`src/rtl/jtcop_snd_pkg.sv`:
```
// Shared constants for the sound mixer: sequencer state encoding, 4.4 unity gain
// and an elaboration-time ceil(log2) helper.
package jtcop_snd_pkg;

  localparam logic [1:0] ST_IDLE = 2'd0;
  localparam logic [1:0] ST_MAC  = 2'd1;
  localparam logic [1:0] ST_DONE = 2'd2;

  localparam logic [7:0] GAIN_UNITY = 8'h10;

  // Never returns less than 1 so it can size vectors safely.
  function automatic int clog2(input int v);
    int r;
    r = 0;
    while ((1 << r) < v) r++;
    return (r < 1) ? 1 : r;
  endfunction

endpackage

```
`src/rtl/jtcop_sndmix_sat.sv`:
```
// Output stage of the mixer: clamps the scaled accumulator to WOUT bits and
// keeps the clip indicator alive for PEAK_HOLD samples after the last clip.
module jtcop_sndmix_sat
  import jtcop_snd_pkg::*;
#(
  parameter int SW        = 22,
  parameter int WOUT      = 16,
  parameter int PEAK_HOLD = 1024
)(
  input  logic                   rst,
  input  logic                   clk,
  input  logic                   vld,
  input  logic signed [SW-1:0]   acc_sh,
  output logic signed [WOUT-1:0] mixed,
  output logic                   sample,
  output logic                   peak
);

  localparam int HW = clog2(PEAK_HOLD + 1);
  localparam logic signed [SW-1:0] MAXV = SW'((64'sd1 <<< (WOUT - 1)) - 64'sd1);
  localparam logic signed [SW-1:0] MINV = ~MAXV;

  // Returns {clipped, clamped value}.
  function automatic logic [WOUT:0] sat_fn(input logic signed [SW-1:0] v);
    if (v > MAXV)      return {1'b1, MAXV[WOUT-1:0]};
    else if (v < MINV) return {1'b1, MINV[WOUT-1:0]};
    else               return {1'b0, v[WOUT-1:0]};
  endfunction

  logic                   vld_p0_q, vld_p0_d;
  logic signed [SW-1:0]   val_p0_q, val_p0_d;
  logic signed [WOUT-1:0] mixed_q, mixed_d;
  logic                   sample_q, sample_d;
  logic                   peak_q, peak_d;
  logic [HW-1:0]          hold_q, hold_d;
  logic                   clip;
  logic [WOUT-1:0]        sat_val;

  always_comb begin
    vld_p0_d = vld;
    val_p0_d = vld ? acc_sh : val_p0_q;
    {clip, sat_val} = sat_fn(val_p0_q);
    mixed_d  = mixed_q;
    peak_d   = peak_q;
    hold_d   = hold_q;
    sample_d = vld_p0_q;
    if (vld_p0_q) begin
      mixed_d = sat_val;
      if (clip) begin
        peak_d = 1'b1;
        hold_d = HW'(PEAK_HOLD);
      end else begin
        // Peak stays up while any hold count remains, then drops.
        peak_d = (hold_q != '0);
        if (hold_q != '0) hold_d = hold_q - 1'b1;
      end
    end
  end

  // Stage p0: scaled accumulator captured; next edge: clamped result published.
  always_ff @(posedge clk or posedge rst) begin
    if (rst) begin
      vld_p0_q <= 1'b0;
      mixed_q  <= '0;
      sample_q <= 1'b0;
      peak_q   <= 1'b0;
      hold_q   <= '0;
    end else begin
      vld_p0_q <= vld_p0_d;
      mixed_q  <= mixed_d;
      sample_q <= sample_d;
      peak_q   <= peak_d;
      hold_q   <= hold_d;
    end
  end

  always_ff @(posedge clk) begin
    val_p0_q <= val_p0_d;
  end

  assign mixed  = mixed_q;
  assign sample = sample_q;
  assign peak   = peak_q;

endmodule

```
`src/rtl/jtcop_sndmix.sv`:
```
// Multi-channel sound mixer: one shared multiplier walks the channels after each
// sample strobe, accumulating sample*gain (4.4) and handing the sum to the clamp.
module jtcop_sndmix
  import jtcop_snd_pkg::*;
#(
  parameter int               NCH       = 4,
  parameter int               W         = 16,
  parameter int               WOUT      = 16,
  parameter logic [NCH*8-1:0] GAIN_RST  = {NCH{GAIN_UNITY}},
  parameter int               PEAK_HOLD = 1024
)(
  input  logic                   rst,
  input  logic                   clk,
  input  logic                   cen,
  input  logic [NCH*W-1:0]       ch_in,
  input  logic [NCH-1:0]         ch_en,
  input  logic                   gain_we,
  input  logic [2:0]             gain_sel,
  input  logic [7:0]             gain_din,
  output logic signed [WOUT-1:0] mixed,
  output logic                   sample,
  output logic                   peak,
  output logic                   overrun
);

  localparam int XW    = (W < WOUT) ? WOUT : W;
  localparam int IW    = clog2(NCH);
  localparam int ACC_W = XW + 8 + IW;
  localparam int PW    = XW + 9;

  // Narrow inputs are left-aligned so full scale matches the output range.
  function automatic logic signed [XW-1:0] align(input logic [W-1:0] x);
    return XW'($signed(x)) <<< (XW - W);
  endfunction

  logic [1:0]              state_q, state_d;
  logic [IW-1:0]           idx_q, idx_d;
  logic signed [ACC_W-1:0] acc_q, acc_d;
  logic [7:0]              gain_q [NCH];
  logic [7:0]              gain_d [NCH];
  logic signed [XW-1:0]    smp_q [NCH];
  logic signed [XW-1:0]    smp_d [NCH];
  logic [7:0]              sgain_q [NCH];
  logic [7:0]              sgain_d [NCH];
  logic                    overrun_q, overrun_d;
  logic                    done;
  logic signed [PW-1:0]    prod;

  assign prod = PW'(smp_q[idx_q]) * PW'($signed({1'b0, sgain_q[idx_q]}));

  always_comb begin
    state_d   = state_q;
    idx_d     = idx_q;
    acc_d     = acc_q;
    smp_d     = smp_q;
    sgain_d   = sgain_q;
    gain_d    = gain_q;
    done      = 1'b0;
    overrun_d = cen && (state_q != ST_IDLE);
    for (int i = 0; i < NCH; i++) begin
      if (gain_we && gain_sel == 3'(i)) gain_d[i] = gain_din;
    end
    case (state_q)
      ST_IDLE: begin
        if (cen) begin
          // Shadows see the pre-write gains, so a same-cycle write waits a sample.
          for (int i = 0; i < NCH; i++) begin
            smp_d[i]   = ch_en[i] ? align(ch_in[i*W +: W]) : '0;
            sgain_d[i] = gain_q[i];
          end
          acc_d   = '0;
          idx_d   = '0;
          state_d = ST_MAC;
        end
      end
      ST_MAC: begin
        acc_d = acc_q + ACC_W'(prod);
        if (idx_q == IW'(NCH - 1)) state_d = ST_DONE;
        else                       idx_d   = idx_q + 1'b1;
      end
      ST_DONE: begin
        done    = 1'b1;
        state_d = ST_IDLE;
      end
      default: state_d = ST_IDLE;
    endcase
  end

  always_ff @(posedge clk or posedge rst) begin
    if (rst) begin
      state_q   <= ST_IDLE;
      idx_q     <= '0;
      acc_q     <= '0;
      overrun_q <= 1'b0;
      for (int i = 0; i < NCH; i++) gain_q[i] <= GAIN_RST[i*8 +: 8];
    end else begin
      state_q   <= state_d;
      idx_q     <= idx_d;
      acc_q     <= acc_d;
      overrun_q <= overrun_d;
      gain_q    <= gain_d;
    end
  end

  always_ff @(posedge clk) begin
    smp_q   <= smp_d;
    sgain_q <= sgain_d;
  end

  jtcop_sndmix_sat #(
    .SW        (ACC_W - 4),
    .WOUT      (WOUT),
    .PEAK_HOLD (PEAK_HOLD)
  ) u_sat (
    .rst    (rst),
    .clk    (clk),
    .vld    (done),
    .acc_sh (acc_q[ACC_W-1:4]),
    .mixed  (mixed),
    .sample (sample),
    .peak   (peak)
  );

  assign overrun = overrun_q;

endmodule

```
`config.mk`:
```
export PLATFORM = sky130hd
export DESIGN_NAME = jtcop_sndmix
export DESIGN_NICKNAME = d
export VERILOG_FILES = /design/src/rtl/jtcop_snd_pkg.sv /design/src/rtl/jtcop_sndmix_sat.sv /design/src/rtl/jtcop_sndmix.sv
export SDC_FILE = /design/constraint.sdc
export NUM_CORES = 1
export LEC_CHECK = 0
export CORE_MARGIN = 3
export CORE_UTILIZATION = 54
export CTS_CLUSTER_SIZE = 25
export DETAILED_ROUTE_END_ITERATION = 8
export PLACE_DENSITY = 0.76
export SLEW_MARGIN = 20
export SYNTH_ARGS = -nofsm -noshare
export SYNTH_HDL_FRONTEND = slang
export SYNTH_HIERARCHICAL = 1
export SYNTH_SLANG_ARGS = --single-unit
export TNS_END_PERCENT = 1
```
`constraint.sdc`:
```
create_clock -name clk -period 8.73 [get_ports clk]
set_input_delay 1.746 -clock clk [delete_from_list [all_inputs] [get_ports clk]]
set_output_delay 1.746 -clock clk [all_outputs]
set_load 0.02 [all_outputs]
```
* Yosys cells after proc, flatten, opt, wreduce, memory -nomap -nowiden *
Cells that the tools add are included.
W data, S select, Z words.

word-level totals
  bits of input ports = 83
  flip-flop bits (word level) = 211
  word-level logic and storage cells = 75
  output and inout port bits = 19

operators by class
  equal/unequal tests = 9
  $lt $le $gt $ge = 3
  $add $sub $neg = 3
  multiplexer cells = 20
  $mul = 1
  bitwise operators = 1
  reductions and logical operators = 16

operators with widths
  kind                     count
  $pmux W26 S2             1
  $mux W17                 2
  $bmux W16 S2             1
  $mux W16                 2
  $add A26 B25 Y26         1
  $mux W26                 1
  $mul A16 B9 Y25          1
  $gt A22 B16 Y1 const B   1
  $lt A22 B16 Y1 const B   1
  $mux W11                 2
  $bmux W8 S2              1
  $mux W8                  2
  $reduce_bool A11 Y1      1
  $sub A11 B1 Y11 const B  1
  $mux W2                  4
  $pmux W2 S2              2
  $reduce_and A2 Y1        4
  $eq A3 B2 Y1 const B     2
  $ne A2 B2 Y1 const B     3
  $reduce_bool A2 Y1       3
  $logic_and A1 B1 Y1      5
  $eq A2 B2 Y1 const B     2
  $eq A3 B1 Y1 const B     1
  $ge A3 B3 Y1 const B     1
  other kinds (7)          8

* Logic depth before layout (Yosys ltp) *
  word-level depth = 7
  mapped depth = 23
  mapped depth without buffers = 21

* Modules after synthesis *
Netlist, hierarchy kept.

by module, submodules not included
  module            area each (µm²)  cells an instance  sequential area each (µm²)  times used
  jtcop_sndmix      11773.8          1020               4464.3                      1
  jtcop_sndmix_sat  2077.0           174                1411.4                      1

* Worst setup path before layout *
No wires, ideal clock.

  path kind = input -> register
  from = in cen
  to = reg sgain_q[0] (netlist bit), enable pin
  cell stages on the path = 1
  data required time = 8.042 ns
  setup time = 0.688 ns
  path buffers = 0
  arrival time = 8.639 ns
  setup slack = -0.596 ns
  cell sequence = nor3b_1

between the ends
  longest elaborated chain between the ends = 1

ends and longest elaborated chain
  what                         RTL line             source
  start: declaration           jtcop_sndmix.sv:14   input logic cen,
  $reduce_and A2 Y1 (no line)  n/a
  end signal: assignment       jtcop_sndmix.sv:107  sgain_q <= sgain_d;
  end: declaration             jtcop_sndmix.sv:43   logic [7:0] sgain_q [NCH];

Every way passes these cells.
A chain may end at the register's enable or synchronous reset.

* Worst setup path in the final report *
  from = reg idx_q[0]
  to = reg acc_q[24]

between the ends
  longest elaborated chain between the ends = 7
  elaborated cells on any way between the ends = 10
  those cells by class = add/sub (1); mul (1); mux (7); bitwise (1)

ends and longest elaborated chain
  what                                                                            RTL line            source
  start: declaration                                                              jtcop_sndmix.sv:37  logic [IW-1:0] idx_q, idx_d;
  start signal: assignment                                                        jtcop_sndmix.sv:98  idx_q <= idx_d;
  $not A2 Y3 (implied by the code) (*)                                            jtcop_sndmix.sv:49  assign prod = PW'(smp_q[idx_q]) * PW'($signed({1'b0, sgain_q[idx_q]}));
  $bmux W16 S2 / $bmux W8 S2 (equally long branches)                              jtcop_sndmix.sv:49
  $mux W16 (implied by the code) / $mux W8 (equally long branches) (2 in series)  jtcop_sndmix.sv:49
  $mul A16 B9 Y25 (*)                                                             jtcop_sndmix.sv:49
  $add A26 B25 Y26 (*)                                                            jtcop_sndmix.sv:77  acc_d = acc_q + ACC_W'(prod);
  $pmux W26 S2 (*)                                                                jtcop_sndmix.sv:63  case (state_q)
  end signal: assignment                                                          jtcop_sndmix.sv:93  acc_q <= '0;
  end signal: assignment                                                          jtcop_sndmix.sv:99  acc_q <= acc_d;
  end: declaration                                                                jtcop_sndmix.sv:38  logic signed [ACC_W-1:0] acc_q, acc_d;

Every way passes the cells marked *; elsewhere a longest branch is shown, timed or not. The select of a mux whose other input is x is not followed.

==> impl_metrics.env <==
export IMPL_totalWireLength_um=26700
export IMPL_postLayoutCellArea_mm2=0.0159
export IMPL_dpl_cell_area_mm2=0.0152
export IMPL_num_vias=8741
export IMPL_critPathRequiredTime_ns=9.16
export IMPL_r2r_slack_ns=1.62
export IMPL_ant_nets=0
export IMPL_grt_pass1_vias=9280
export IMPL_synthFlopType="edfxtp_1"
export IMPL_syn_inst=1194
export IMPL_hold_viol=0
export IMPL_hold_path_class="flop to flop"
export IMPL_first_iter_violations=462
export IMPL_num_rows=57
export IMPL_end_kind="flop"
export IMPL_initial_core_util_pct=56.0
export IMPL_tritoncts_num_buffers=22
export IMPL_setup_viol=0
export IMPL_syn2layout_area_growth_pct=15.1
export IMPL_drv_slew=0
export IMPL_worst_slew_pin_slew_ns=1.07
export IMPL_cp_data_arrival_time_ns=7.54
export IMPL_drcViolationCount=0
export IMPL_synth_edff_count=118
export IMPL_startpoint_type="flop"
export IMPL_timing_final_crit_share_pct=81.4
export IMPL_clkTransAtPathRegs_ns=0.06
export IMPL_slew_headroom_pct=28.6
export IMPL_postCtsSetupBuffers=0
export IMPL_yosysUniqueCellTypes=59
export IMPL_dr_pass1_iters=5
export IMPL_rsz0062_at_grt="false"
export IMPL_cts_hold_buf=0
export IMPL_clk_latency_ns=0.51
export IMPL_htreeDepth=1
export IMPL_fmax_mhz=141
export IMPL_nNetsFinal=1559
export IMPL_critPathLaunch="idx_q[0]"
export IMPL_grt_ovfl_total=0
export IMPL_cts_tree="yes"
export IMPL_grt_antenna_before_repair=0
export IMPL_finalCriticalPeriod_ns=7.11
export IMPL_crit_fanout=16
export IMPL_port_buffers=101
export IMPL_dieArea_mm2=0.0276
export IMPL_endpoint="acc_q[24]"
export IMPL_core_area_mm2=0.0247
export IMPL_setup_tns_ns=0
export IMPL_ys_ff_latch=211
export IMPL_hpwlAfterDp_um=20700
export IMPL_multiInputGateArea_mm2=0.00713
export IMPL_ys_seq_area_share_pct=42.4
export IMPL_syn_num_nets=1463
export IMPL_synth_async_sr_flop_share_pct=44.1
export IMPL_layout_drive_gt1_share_pct=8.73
export IMPL_die_w_um=166
export IMPL_io_pins=102
export IMPL_fin_skew_ns=0.00855
export IMPL_cts_resized=0
export IMPL_ff2ff_path_depth=20
export IMPL_max_cap_violations=0
export IMPL_grt_max_degree=88
export IMPL_antenna_cells=0
export IMPL_crit_reg2reg_launch="idx_q[0]"
export IMPL_place_congestion=0.910
export IMPL_fp_dieH_um=166
export IMPL_cts_sinks=211
export IMPL_reg2reg_to="acc_q[24]"
export IMPL_worst_setup_path_type="flop to flop"
export IMPL_avgSynthCellArea_um2=11.6
export IMPL_num_fill_cells=1879
export IMPL_root_buffer="clkbuf_16"
export IMPL_vias_per_cell=5.36
export IMPL_ys_warn_count=6
export IMPL_seq_area_mm2=0.00588
export IMPL_syn_cell_area_mm2=0.0139
export IMPL_clock_path_buffers=3
export IMPL_routedWlPerCell_um=16.4
export IMPL_grt_pass1_wl_um=45200
export IMPL_grt_usage_pct=19.6
export IMPL_status="completed"
## worst min path at each step
stage	startpoint	end	slack (ns)	cells after the start
finish	gain_q[11]	sgain_q[11]	0.44	0
global placement	gain_q[11]	sgain_q[11]	0.43	0
CTS	gain_q[11]	sgain_q[11]	0.44	0
detailed placement	gain_q[5]	sgain_q[5]	0.43	0
floorplan	u_sat/sample_d	u_sat/sample	0.38	0
global route	gain_q[16]	sgain_q[16]	0.46	0
## final cells by class
cell class	instances	share of cell area, %
tap	324	2.54
inverter	195	4.59
timing repair buffer	107	6.63
multi-input combinational	753	44.7
sequential	211	36.9
clock inverter	11	0.832
clock buffer	29	3.82
## critical path, cell delays in order (launching register included)
cell and delay (ns):
dfrtp_1 0.96, buf_4 0.39, mux4_2 0.62, and2_1 0.21, fa_1 0.45, fa_1 0.54
inv_1 0.05, fa_1 0.48, inv_1 0.06, fa_1 0.52, inv_1 0.05, fa_1 0.49
inv_1 0.04, ha_1 0.37, nand2_1 0.16, nor4_1 0.42, nor4_1 0.12, o21bai_1 0.30
o21ai_1 0.20, or4_1 0.49, nand3_1 0.10
## synthesized netlist by cell type (4+ instances only)
cell	instances	area (um^2)
inv_1	195	732
and2_1	143	895
fa_1	125	2500
edfxtp_1	118	3540
nand2_1	95	357
dfrtp_1	89	2230
ha_1	61	763
nor2_1	43	161
o21ai_0	38	190
mux2_2	34	383
a21oi_1	30	150
clkbuf_1	30	113
mux4_2	24	541
o22ai_1	15	93.8
xnor2_1	14	123
nand3_1	13	65.1
nand4_1	11	68.8
xor2_1	11	96.3
nor3_1	8	40.0
a21o_1	7	52.6
nand2b_1	7	43.8
a31oi_1	5	31.3
nor2b_1	5	31.3
a22o_1	4	35.0
buf_2	4	20.0
dfstp_2	4	105
nor4_1	4	25.0
o211ai_1	4	30.0
o21bai_1	4	30.0
## layout by cell type (no fill, tap or decap), drive strengths merged, types with 3 or more instances in the layout
cell | synthesis | final
inv | 195 | 198
dfrtp | 89 | 89
or4 | 5 | 5
o21a | 3 | 3
a2111o | 3 | 3
a211o | 3 | 3
fa | 125 | 125
nand4 | 11 | 11
nand2b | 7 | 7
mux2 | 34 | 34
a31oi | 5 | 5
o21ai | 41 | 41
mux4 | 24 | 24
o22ai | 15 | 15
o211ai | 4 | 4
clkdlybuf4s50 | 0 | 101
xnor2 | 14 | 14
nand3 | 13 | 13
nor3b | 3 | 3
and3 | 3 | 3
clkbuf | 31 | 29
xor2 | 11 | 11
a211oi | 3 | 3
a22o | 4 | 4
nor2 | 43 | 43
nand2 | 95 | 95
edfxtp | 118 | 118
nor3 | 8 | 8
nor2b | 5 | 5
a21o | 7 | 7
and2 | 144 | 144
buf | 4 | 6
nor4 | 4 | 4
clkinv | 0 | 6
dfstp | 4 | 4
o21bai | 4 | 4
ha | 61 | 61
a21oi | 30 | 30
## metal layers
metal	global-route usage [%]	vias to the layer above	wire length, um
met5	0	-	0
met4	4.99	0	493
met3	2.40	30	1040
met2	33.3	216	13100
met1	27.4	4342	12000
li1	-	4153	-
## metrics by stage
step,instances,worst slack (ns),hold slack (ns),utilization [%]
after CTS,1630,1.54,0.445,64.4
final,1630,1.62,0.444,64.4
after global routing,1630,1.11,0.462,64.4
after detailed placement,1590,1.59,0.429,61.4
after floorplan,1194,2.36,0.385,-
after global placement,1590,1.62,0.426,61.4
## flip-flops by register name, indices dropped and copies added, names as in the netlist
| name | count |
|---|---|
| u_sat/sample_d | 1 |
| state_q | 2 |
| gain_q | 32 |
| overrun | 1 |
| u_sat/sample | 1 |
| u_sat/val_p0_q | 22 |
| u_sat/hold_q | 11 |
| u_sat/mixed | 16 |
| u_sat/peak | 1 |
| smp_q | 64 |
| sgain_q | 32 |
| acc_q | 26 |
| idx_q | 2 |
## cell families (layout without fill, tap and decap cells)
group / after synthesis / count (layout) / share of synthesized area (%)
flip-flops: 211 / 211 / 42.4
buffers and inverters: 230 / 342 / 6.28
multiplexers: 58 / 58 / 6.67
AND/OR/NAND/NOR: 348 / 348 / 13.3
adder cells (fa/ha/maj): 186 / 186 / 23.6
AO/OA/AOI/OAI: 136 / 136 / 6.17
XOR/XNOR: 25 / 25 / 1.58
Power is left out: the tool's default activity adds up to more than one toggle a clock period on the data nets, which glitch-free logic cannot reach.
